[src/rtl/alu_issue_ctrl_pkg.sv]
// Shared opcode, instruction-field and FSM definitions for the ALU issue controller.
// Also holds the operand-B selection and opcode-mapping helpers.
package alu_issue_ctrl_pkg;

  localparam int DATA_W  = 16;
  localparam int INSTR_W = 10;
  localparam int NREG    = 4;
  localparam int REG_AW  = 2;
  localparam int CNT_W   = 4;

  localparam int OPC_MSB  = 9;
  localparam int OPC_LSB  = 7;
  localparam int RA_MSB   = 6;
  localparam int RA_LSB   = 5;
  localparam int RB_MSB   = 4;
  localparam int RB_LSB   = 3;
  localparam int IMM3_MSB = 2;
  localparam int IMM5_MSB = 4;

  typedef enum logic [2:0] {
    OPC_ADD   = 3'd0,
    OPC_SUB   = 3'd1,
    OPC_PAR   = 3'd2,
    OPC_XOR   = 3'd3,
    OPC_SPLIT = 3'd4,
    OPC_MOD2  = 3'd5,
    OPC_PASS  = 3'd6,
    OPC_LDI   = 3'd7
  } opc_e;

  typedef enum logic [1:0] {
    ST_IDLE = 2'd0,
    ST_EXEC = 2'd1,
    ST_RESP = 2'd2
  } state_e;

  // LDI has no ALU opcode of its own; it pushes the immediate through PASS.
  function automatic logic [2:0] map_alu_op(input logic [2:0] opc);
    logic [2:0] op;
    if (opc == OPC_LDI) begin
      op = OPC_PASS;
    end else begin
      op = opc;
    end
    return op;
  endfunction

  function automatic logic [DATA_W-1:0] sel_operand_b(input logic [2:0]         opc,
                                                      input logic [DATA_W-1:0]  rb_data,
                                                      input logic [INSTR_W-1:0] instr);
    logic [DATA_W-1:0] b;
    case (opc)
      OPC_ADD, OPC_SUB, OPC_XOR, OPC_PASS: b = rb_data;
      OPC_PAR, OPC_SPLIT:                  b = {13'd0, instr[IMM3_MSB:0]};
      OPC_MOD2:                            b = 16'd0;
      OPC_LDI:                             b = {11'd0, instr[IMM5_MSB:0]};
      default:                             b = 16'd0;
    endcase
    return b;
  endfunction

endpackage

[src/rtl/alu_issue_ctrl_if.sv]
// Bundle of the instruction handshake, ALU drive/sample, result handshake and debug read.
// The master modport is the controller's view; slave is the surrounding system.
interface alu_issue_ctrl_if;
  import alu_issue_ctrl_pkg::*;

  logic                in_valid;
  logic                in_ready;
  logic [INSTR_W-1:0]  instr;
  logic [2:0]          alu_op;
  logic [DATA_W-1:0]   alu_a;
  logic [DATA_W-1:0]   alu_b;
  logic [DATA_W-1:0]   alu_out;
  logic                alu_zero;
  logic                res_valid;
  logic                res_ready;
  logic [DATA_W-1:0]   result;
  logic                zero_flag;
  logic [REG_AW-1:0]   dbg_sel;
  logic [DATA_W-1:0]   dbg_data;

  modport master (
    input  in_valid, instr, alu_out, alu_zero, res_ready, dbg_sel,
    output in_ready, alu_op, alu_a, alu_b, res_valid, result, zero_flag, dbg_data
  );

  modport slave (
    output in_valid, instr, alu_out, alu_zero, res_ready, dbg_sel,
    input  in_ready, alu_op, alu_a, alu_b, res_valid, result, zero_flag, dbg_data
  );

endinterface

[src/rtl/alu_issue_ctrl_regfile.sv]
// 4x16 register file: one synchronous write port, two combinational operand
// reads and one combinational debug read.
module alu_regfile
  import alu_issue_ctrl_pkg::*;
(
  input  logic              i_clk,
  input  logic              i_rst,
  input  logic              i_we,
  input  logic [REG_AW-1:0] i_waddr,
  input  logic [DATA_W-1:0] i_wdata,
  input  logic [REG_AW-1:0] i_raddr_a,
  input  logic [REG_AW-1:0] i_raddr_b,
  input  logic [REG_AW-1:0] i_dbg_sel,
  output logic [DATA_W-1:0] o_rdata_a,
  output logic [DATA_W-1:0] o_rdata_b,
  output logic [DATA_W-1:0] o_dbg_data
);

  logic [DATA_W-1:0] r_regs [NREG];

  // Storage with synchronous clear; reset wins over a coincident write.
  always_ff @(posedge i_clk) begin
    if (i_rst) begin
      for (int i = 0; i < NREG; i++) begin
        r_regs[i] <= 16'd0;
      end
    end else if (i_we) begin
      r_regs[i_waddr] <= i_wdata;
    end
  end

  assign o_rdata_a  = r_regs[i_raddr_a];
  assign o_rdata_b  = r_regs[i_raddr_b];
  assign o_dbg_data = r_regs[i_dbg_sel];

endmodule

[src/rtl/alu_issue_ctrl.sv]
// Issue controller for the 16-bit combinational ALU: accepts one instruction,
// holds ALU operands for ALU_LAT cycles, captures and writes back, then offers the result.
module alu_issue_ctrl
  import alu_issue_ctrl_pkg::*;
#(
  parameter int ALU_LAT = 1
) (
  input  logic              i_clk,
  input  logic              i_rst,
  alu_issue_ctrl_if.master  io_bus
);

  state_e             r_state;
  state_e             w_state_nxt;
  logic               w_accept;
  logic               w_capture;
  logic               w_release;
  logic [CNT_W-1:0]   r_cnt;
  logic [REG_AW-1:0]  r_ra;
  logic [2:0]         r_alu_op;
  logic [DATA_W-1:0]  r_alu_a;
  logic [DATA_W-1:0]  r_alu_b;
  logic [DATA_W-1:0]  r_result;
  logic               r_zero;
  logic               r_res_valid;

  logic [2:0]         w_opc;
  logic [REG_AW-1:0]  w_ra;
  logic [REG_AW-1:0]  w_rb;
  logic [DATA_W-1:0]  w_rdata_a;
  logic [DATA_W-1:0]  w_rdata_b;
  logic [DATA_W-1:0]  w_dbg_data;

  assign w_opc = io_bus.instr[OPC_MSB:OPC_LSB];
  assign w_ra  = io_bus.instr[RA_MSB:RA_LSB];
  assign w_rb  = io_bus.instr[RB_MSB:RB_LSB];

  alu_regfile u_regfile (
    .i_clk      (i_clk),
    .i_rst      (i_rst),
    .i_we       (w_capture),
    .i_waddr    (r_ra),
    .i_wdata    (io_bus.alu_out),
    .i_raddr_a  (w_ra),
    .i_raddr_b  (w_rb),
    .i_dbg_sel  (io_bus.dbg_sel),
    .o_rdata_a  (w_rdata_a),
    .o_rdata_b  (w_rdata_b),
    .o_dbg_data (w_dbg_data)
  );

  // Zero or out-of-range settle time cannot be represented by the wait counter.
  always_ff @(posedge i_clk) begin
    assert (ALU_LAT >= 1 && ALU_LAT <= 15)
      else $error("alu_issue_ctrl: ALU_LAT=%0d outside 1..15", ALU_LAT);
  end

  // FSM state register.
  always_ff @(posedge i_clk) begin
    if (i_rst) begin
      r_state <= ST_IDLE;
    end else begin
      r_state <= w_state_nxt;
    end
  end

  // Next-state decode plus the accept/capture/release strobes.
  always_comb begin
    w_state_nxt = r_state;
    w_accept    = 1'b0;
    w_capture   = 1'b0;
    w_release   = 1'b0;
    case (r_state)
      ST_IDLE: begin
        if (io_bus.in_valid) begin
          w_accept    = 1'b1;
          w_state_nxt = ST_EXEC;
        end else begin
          w_state_nxt = ST_IDLE;
        end
      end
      ST_EXEC: begin
        if (r_cnt == 4'd0) begin
          w_capture   = 1'b1;
          w_state_nxt = ST_RESP;
        end else begin
          w_state_nxt = ST_EXEC;
        end
      end
      ST_RESP: begin
        if (io_bus.res_ready) begin
          w_release   = 1'b1;
          w_state_nxt = ST_IDLE;
        end else begin
          w_state_nxt = ST_RESP;
        end
      end
      default: begin
        w_state_nxt = ST_IDLE;
      end
    endcase
  end

  // Operand launch, settle countdown, result capture and result-valid flag.
  always_ff @(posedge i_clk) begin
    if (i_rst) begin
      r_cnt       <= 4'd0;
      r_ra        <= 2'd0;
      r_alu_op    <= 3'd0;
      r_alu_a     <= 16'd0;
      r_alu_b     <= 16'd0;
      r_result    <= 16'd0;
      r_zero      <= 1'b0;
      r_res_valid <= 1'b0;
    end else begin
      if (w_accept) begin
        r_alu_op <= map_alu_op(w_opc);
        r_alu_a  <= w_rdata_a;
        r_alu_b  <= sel_operand_b(w_opc, w_rdata_b, io_bus.instr);
        r_ra     <= w_ra;
        r_cnt    <= CNT_W'(ALU_LAT - 1);
      end else if (r_state == ST_EXEC && r_cnt != 4'd0) begin
        r_cnt <= r_cnt - 4'd1;
      end
      if (w_capture) begin
        r_result    <= io_bus.alu_out;
        r_zero      <= io_bus.alu_zero;
        r_res_valid <= 1'b1;
      end else if (w_release) begin
        r_res_valid <= 1'b0;
      end
    end
  end

  assign io_bus.in_ready  = (r_state == ST_IDLE);
  assign io_bus.alu_op    = r_alu_op;
  assign io_bus.alu_a     = r_alu_a;
  assign io_bus.alu_b     = r_alu_b;
  assign io_bus.res_valid = r_res_valid;
  assign io_bus.result    = r_result;
  assign io_bus.zero_flag = r_zero;
  assign io_bus.dbg_data  = w_dbg_data;

endmodule

[src/flat_wrapper.sv]
// flat-port wrapper written by rule: the top's interface ports become plain ports
module alu_issue_ctrl_flat import alu_issue_ctrl_pkg::*;
#(
  parameter int ALU_LAT = 1
)
  (i_clk, i_rst, io_bus_in_valid, io_bus_instr, io_bus_alu_out, io_bus_alu_zero, io_bus_res_ready, io_bus_dbg_sel, io_bus_in_ready, io_bus_alu_op, io_bus_alu_a, io_bus_alu_b, io_bus_res_valid, io_bus_result, io_bus_zero_flag, io_bus_dbg_data);
  alu_issue_ctrl_if io_bus_i ();
  input  logic i_clk;
  input  logic i_rst;
  input wire logic [$bits(io_bus_i.in_valid)-1:0] io_bus_in_valid;
  input wire logic [$bits(io_bus_i.instr)-1:0] io_bus_instr;
  input wire logic [$bits(io_bus_i.alu_out)-1:0] io_bus_alu_out;
  input wire logic [$bits(io_bus_i.alu_zero)-1:0] io_bus_alu_zero;
  input wire logic [$bits(io_bus_i.res_ready)-1:0] io_bus_res_ready;
  input wire logic [$bits(io_bus_i.dbg_sel)-1:0] io_bus_dbg_sel;
  output wire logic [$bits(io_bus_i.in_ready)-1:0] io_bus_in_ready;
  output wire logic [$bits(io_bus_i.alu_op)-1:0] io_bus_alu_op;
  output wire logic [$bits(io_bus_i.alu_a)-1:0] io_bus_alu_a;
  output wire logic [$bits(io_bus_i.alu_b)-1:0] io_bus_alu_b;
  output wire logic [$bits(io_bus_i.res_valid)-1:0] io_bus_res_valid;
  output wire logic [$bits(io_bus_i.result)-1:0] io_bus_result;
  output wire logic [$bits(io_bus_i.zero_flag)-1:0] io_bus_zero_flag;
  output wire logic [$bits(io_bus_i.dbg_data)-1:0] io_bus_dbg_data;
  assign io_bus_i.in_valid = io_bus_in_valid;
  assign io_bus_i.instr = io_bus_instr;
  assign io_bus_i.alu_out = io_bus_alu_out;
  assign io_bus_i.alu_zero = io_bus_alu_zero;
  assign io_bus_i.res_ready = io_bus_res_ready;
  assign io_bus_i.dbg_sel = io_bus_dbg_sel;
  assign io_bus_in_ready = io_bus_i.in_ready;
  assign io_bus_alu_op = io_bus_i.alu_op;
  assign io_bus_alu_a = io_bus_i.alu_a;
  assign io_bus_alu_b = io_bus_i.alu_b;
  assign io_bus_res_valid = io_bus_i.res_valid;
  assign io_bus_result = io_bus_i.result;
  assign io_bus_zero_flag = io_bus_i.zero_flag;
  assign io_bus_dbg_data = io_bus_i.dbg_data;
  alu_issue_ctrl #(.ALU_LAT(ALU_LAT)) u_core (.i_clk(i_clk), .i_rst(i_rst), .io_bus(io_bus_i));
endmodule
[config.mk]
export PLATFORM = sky130hd
export DESIGN_NAME = alu_issue_ctrl_flat
export DESIGN_NICKNAME = d
export VERILOG_FILES = /design/src/rtl/alu_issue_ctrl_pkg.sv /design/src/rtl/alu_issue_ctrl_if.sv /design/src/rtl/alu_issue_ctrl_regfile.sv /design/src/rtl/alu_issue_ctrl.sv /design/src/flat_wrapper.sv
export SDC_FILE = /design/constraint.sdc
export NUM_CORES = 1
export LEC_CHECK = 0
export CORE_MARGIN = 10
export CORE_UTILIZATION = 52
export DETAILED_ROUTE_END_ITERATION = 8
export PLACE_DENSITY = 0.79
export REMOVE_ABC_BUFFERS = 1
export SYNTH_ARGS = -nofsm -noshare
export SYNTH_HDL_FRONTEND = slang
export SYNTH_SLANG_ARGS = --single-unit
[constraint.sdc]
create_clock -name i_clk -period 2.3 [get_ports i_clk]
set_input_delay 0.345 -clock i_clk [delete_from_list [all_inputs] [get_ports i_clk]]
set_output_delay 0.345 -clock i_clk [all_outputs]
set_load 0.005 [all_outputs]
==> flow_metrics.py <==
metrics = {
    "run_status": {
        "outcome": "completed",
    },
    "cts": {
        "clk_path_buf_depth": 2,
        "clock_sinks": 125,
        "hold_buffers": 0,
        "clk_latency_ns": 0.52,
        "cts_buffers": 17,
        "cts.clk_slew.worst_paths_ns": 0.06,
        "htreeDepth": 4,
        "cts_tree": "done",
        "root_buffer": "clkbuf_8",
    },
    "setup_path": {
        "cp_top_family": "multiplexers",
        "crit_path_cell_trace": "mux4_2 > clkdlybuf4s50_1",
        "slowest_delay_ns": 0.48,
        "r2r-start": "u_core.r_cnt[0]",
        "rr_endpoint": "u_core.u_regfile.r_regs[1][15]",
        "critPathLaunchType": "flip-flop",
        "crit_type": "reg -> out",
        "rr_worst_depth": 7,
        "cp-end-kind": "output pin",
        "startpoint": "u_core.u_regfile.r_regs[1][13]",
        "path_max_fanout": 2,
        "worst-path-buf-inv": 1,
        "cp.arrival_ns": 1.91,
        "required_ns": 1.96,
        "slowest_stage": "mux4_2",
        "reg2reg_slack_ns": 0.19,
    },
    "power": {
        "intPower_uw": 4560,
        "p_per_area_nw_per_um2": 767,
        "irDropWorstVdd_mv": 0.664,
        "sw_frac_of_total": 0.224,
        "pwr-share-clk": 0.445,
        "power_frac_comb": 0.123,
        "power_leakage_uw": 0.00301,
        "seq_power_share": 0.432,
        "power.switching_uw": 1320,
    },
    "sta": {
        "min_period_ns": 2.25,
        "slew_violations": 0,
        "hold_violations": 0,
        "hold_slack_ns": 0.397,
        "period_share": 0.980,
        "setup_ws_ns": 0.0451,
        "finalClockSkew_ns": 0.00560,
        "setup_viol": 0,
        "maxSlewHeadroom": 0.316,
        "worst_pin_slew_ns": 1.02,
        "finalSetupTns_ns": 0,
        "max_freq_mhz": 443,
        "rsz0062_at_grt": "false",
    },
    "synth": {
        "synthTopCellsByArea": "edfxtp_1, dfxtp_1, mux4_2, and2_1, a22o_1",
        "synth_seq_cells": 125,
        "yosys.cell_types.count": 41,
        "yosysSeqAreaShare": 0.556,
        "synthCells": 383,
        "synth.cell_area_um2": 5650,
        "synth_flop_cell": "edfxtp_1",
        "synth-edff-count": 64,
        "avgSynthCellArea_um2": 14.8,
        "async_flop_share": 0,
        "yosysTopAreaCell": "edfxtp_1",
        "synth.top_cell.area_share": 0.340,
        "synth_warnings": 0,
    },
    "die": {
        "die_h_um": 124,
        "ios": 103,
        "die_area_um2": 15400,
        "floorplan.rows": 38,
        "initial_core_util": 0.526,
        "die_x_um": 124,
        "design.core.area_um2": 10700,
    },
    "placement": {
        "gp_congestion": 0.825,
        "pre_cts_ws_ns": -0.135,
        "dp_cells": 622,
        "portBuffers": 102,
        "place_area_um2": 6970,
        "dp_hpwl_um": 10400,
    },
    "cells_and_area": {
        "mostFrequentLayoutCells": "clkdlybuf4s50_1, edfxtp_1, dfxtp_1, and2_1, mux4_2",
        "layout.nets": 544,
        "layout_commonest_cell": "clkdlybuf4s50_1",
        "finish.instance_area_um2": 7660,
        "fin_cells": 663,
        "diodes": 0,
        "drive_gt1_frac": 0.262,
        "syn2layout_area_growth_pct": 35.7,
    },
    "hold_path": {
        "hold_class": "in -> reg",
        "hold_depth": 3,
        "min_from": "io_bus_instr[0]",
        "hold_end": "u_core.io_bus.alu_b[0]",
    },
    "routing": {
        "wire_per_inst_um": 22.9,
        "totalWireLength_um": 15200,
        "first_pass_iters": 5,
        "drt_iter0_drc": 304,
        "via_count": 3849,
        "drc": 0,
        "antenna_left": 0,
        "via_per_inst": 5.81,
    },
    "global_route": {
        "antenna_found_initial": 1,
        "grt_pass1_wl_um": 24400,
        "grt_max_degree": 26,
        "grt_overflow_total": 0,
        "grt_pass1_vias": 4287,
        "track_usage": 0.202,
    },
    "run": {
        "maxCapViolations": 0,
    },
}
worst max-delay path by stage:
| stage | end | cells past startpoint | slack, ns |
|---|---|---|---|
| 6_report | io_bus_dbg_data[13] | 2 | 0.05 |
| 3_5_place_dp | io_bus_dbg_data[2] | 4 | -0.14 |
| 2_1_floorplan | u_core.u_regfile.r_regs[2][0] | 6 | 0.11 |
| 3_3_place_gp | io_bus_dbg_data[2] | 4 | -0.12 |
| 5_1_grt | io_bus_dbg_data[7] | 2 | 0.0005 |
| 4_1_cts | io_bus_dbg_data[11] | 2 | 0.008 |
layout make-up:
cell class                      instances  area [um^2]
Sequential cell                       125         3140
Fill cell                             734         3080
Multi-Input combinational cell        228         2360
Timing Repair Buffer                  136         1390
Clock buffer                           21          439
Tap cell                              140          175
Clock inverter                         11          144
Inverter                                2         7.51
synth_stat cells, drive strengths merged (2+ instances only):
master / n
clkbuf: 10
a21oi: 5
mux4: 48
inv: 2
nand3: 8
a22o: 21
nand2: 11
nor2: 11
o211ai: 3
and2: 64
a32o: 12
a22oi: 2
or2: 3
a21o: 16
or3b: 3
nand2b: 2
xnor2: 2
dfxtp: 61
buf: 18
xor2: 3
nor3: 2
nor3b: 2
edfxtp: 64
and3b: 2
flip-flops by register name (all words and copies together) (netlist names):
register	count
u_core.r_ra	2
u_core.u_regfile.r_regs	64
u_core.io_bus.zero_flag	1
u_core.io_bus.alu_b	16
u_core.io_bus.alu_a	16
u_core.io_bus.alu_op	3
u_core.io_bus.result	16
u_core.r_cnt	4
u_core.r_state	2
u_core.io_bus.res_valid	1
worst reg2reg max path: cells and delay by family (launching register included):
family / cells / cell delay, ns
flops: 1 / 0.33
simple gates: 4 / 1.07
buf+inv: 2 / 0.24
fa+ha+maj: 1 / 0.16
metrics by stage:
step,total power (uW),utilization
global placement,3270,0.649
finish,5880,0.713
global route,6100,0.713
detailed placement,3300,0.649
floorplan,2850,-
CTS,5920,0.707
per-layer routing:
metal	share of wire	up-vias	GRT usage
met5	0.0011	-	0
met2	0.53	146	0.342
met4	0.032	2	0.114
li1	-	1744	-
met3	0.086	32	0.0753
met1	0.36	1925	0.213
timing repair:
| action | 4_1_cts | 5_1_grt |
|---|---|---|
| resized for setup | 3 | 7 |
| setup endpoints to repair | 16 | 14 |
| endpoints found under the hold margin | 0 | 0 |
| cloned | 1 | 0 |
| buffers inserted | 1 | 7 |
logic make-up after synthesis:
kind of cell / share of synthesized area
muxes: 0.191
xor gates and xnor gates: 0.00775
buffers and inverters: 0.0277
adders and majority gates: 0.00221
and+or+nand+nor: 0.125
DFF: 0.556
AOI/OAI and AO/OA: 0.0899
power groups by stage:
stage          Clock (uW)  Combinational [uW]  Sequential [uW]
2_1_floorplan           0                 287             2570
3_3_place_gp            0                 697             2580
3_5_place_dp            0                 712             2590
4_1_cts              2650                 727             2540
5_1_grt              2770                 779             2550
6_report             2610                 724             2540
No activity file was read; power rests on OpenSTA's default activity.
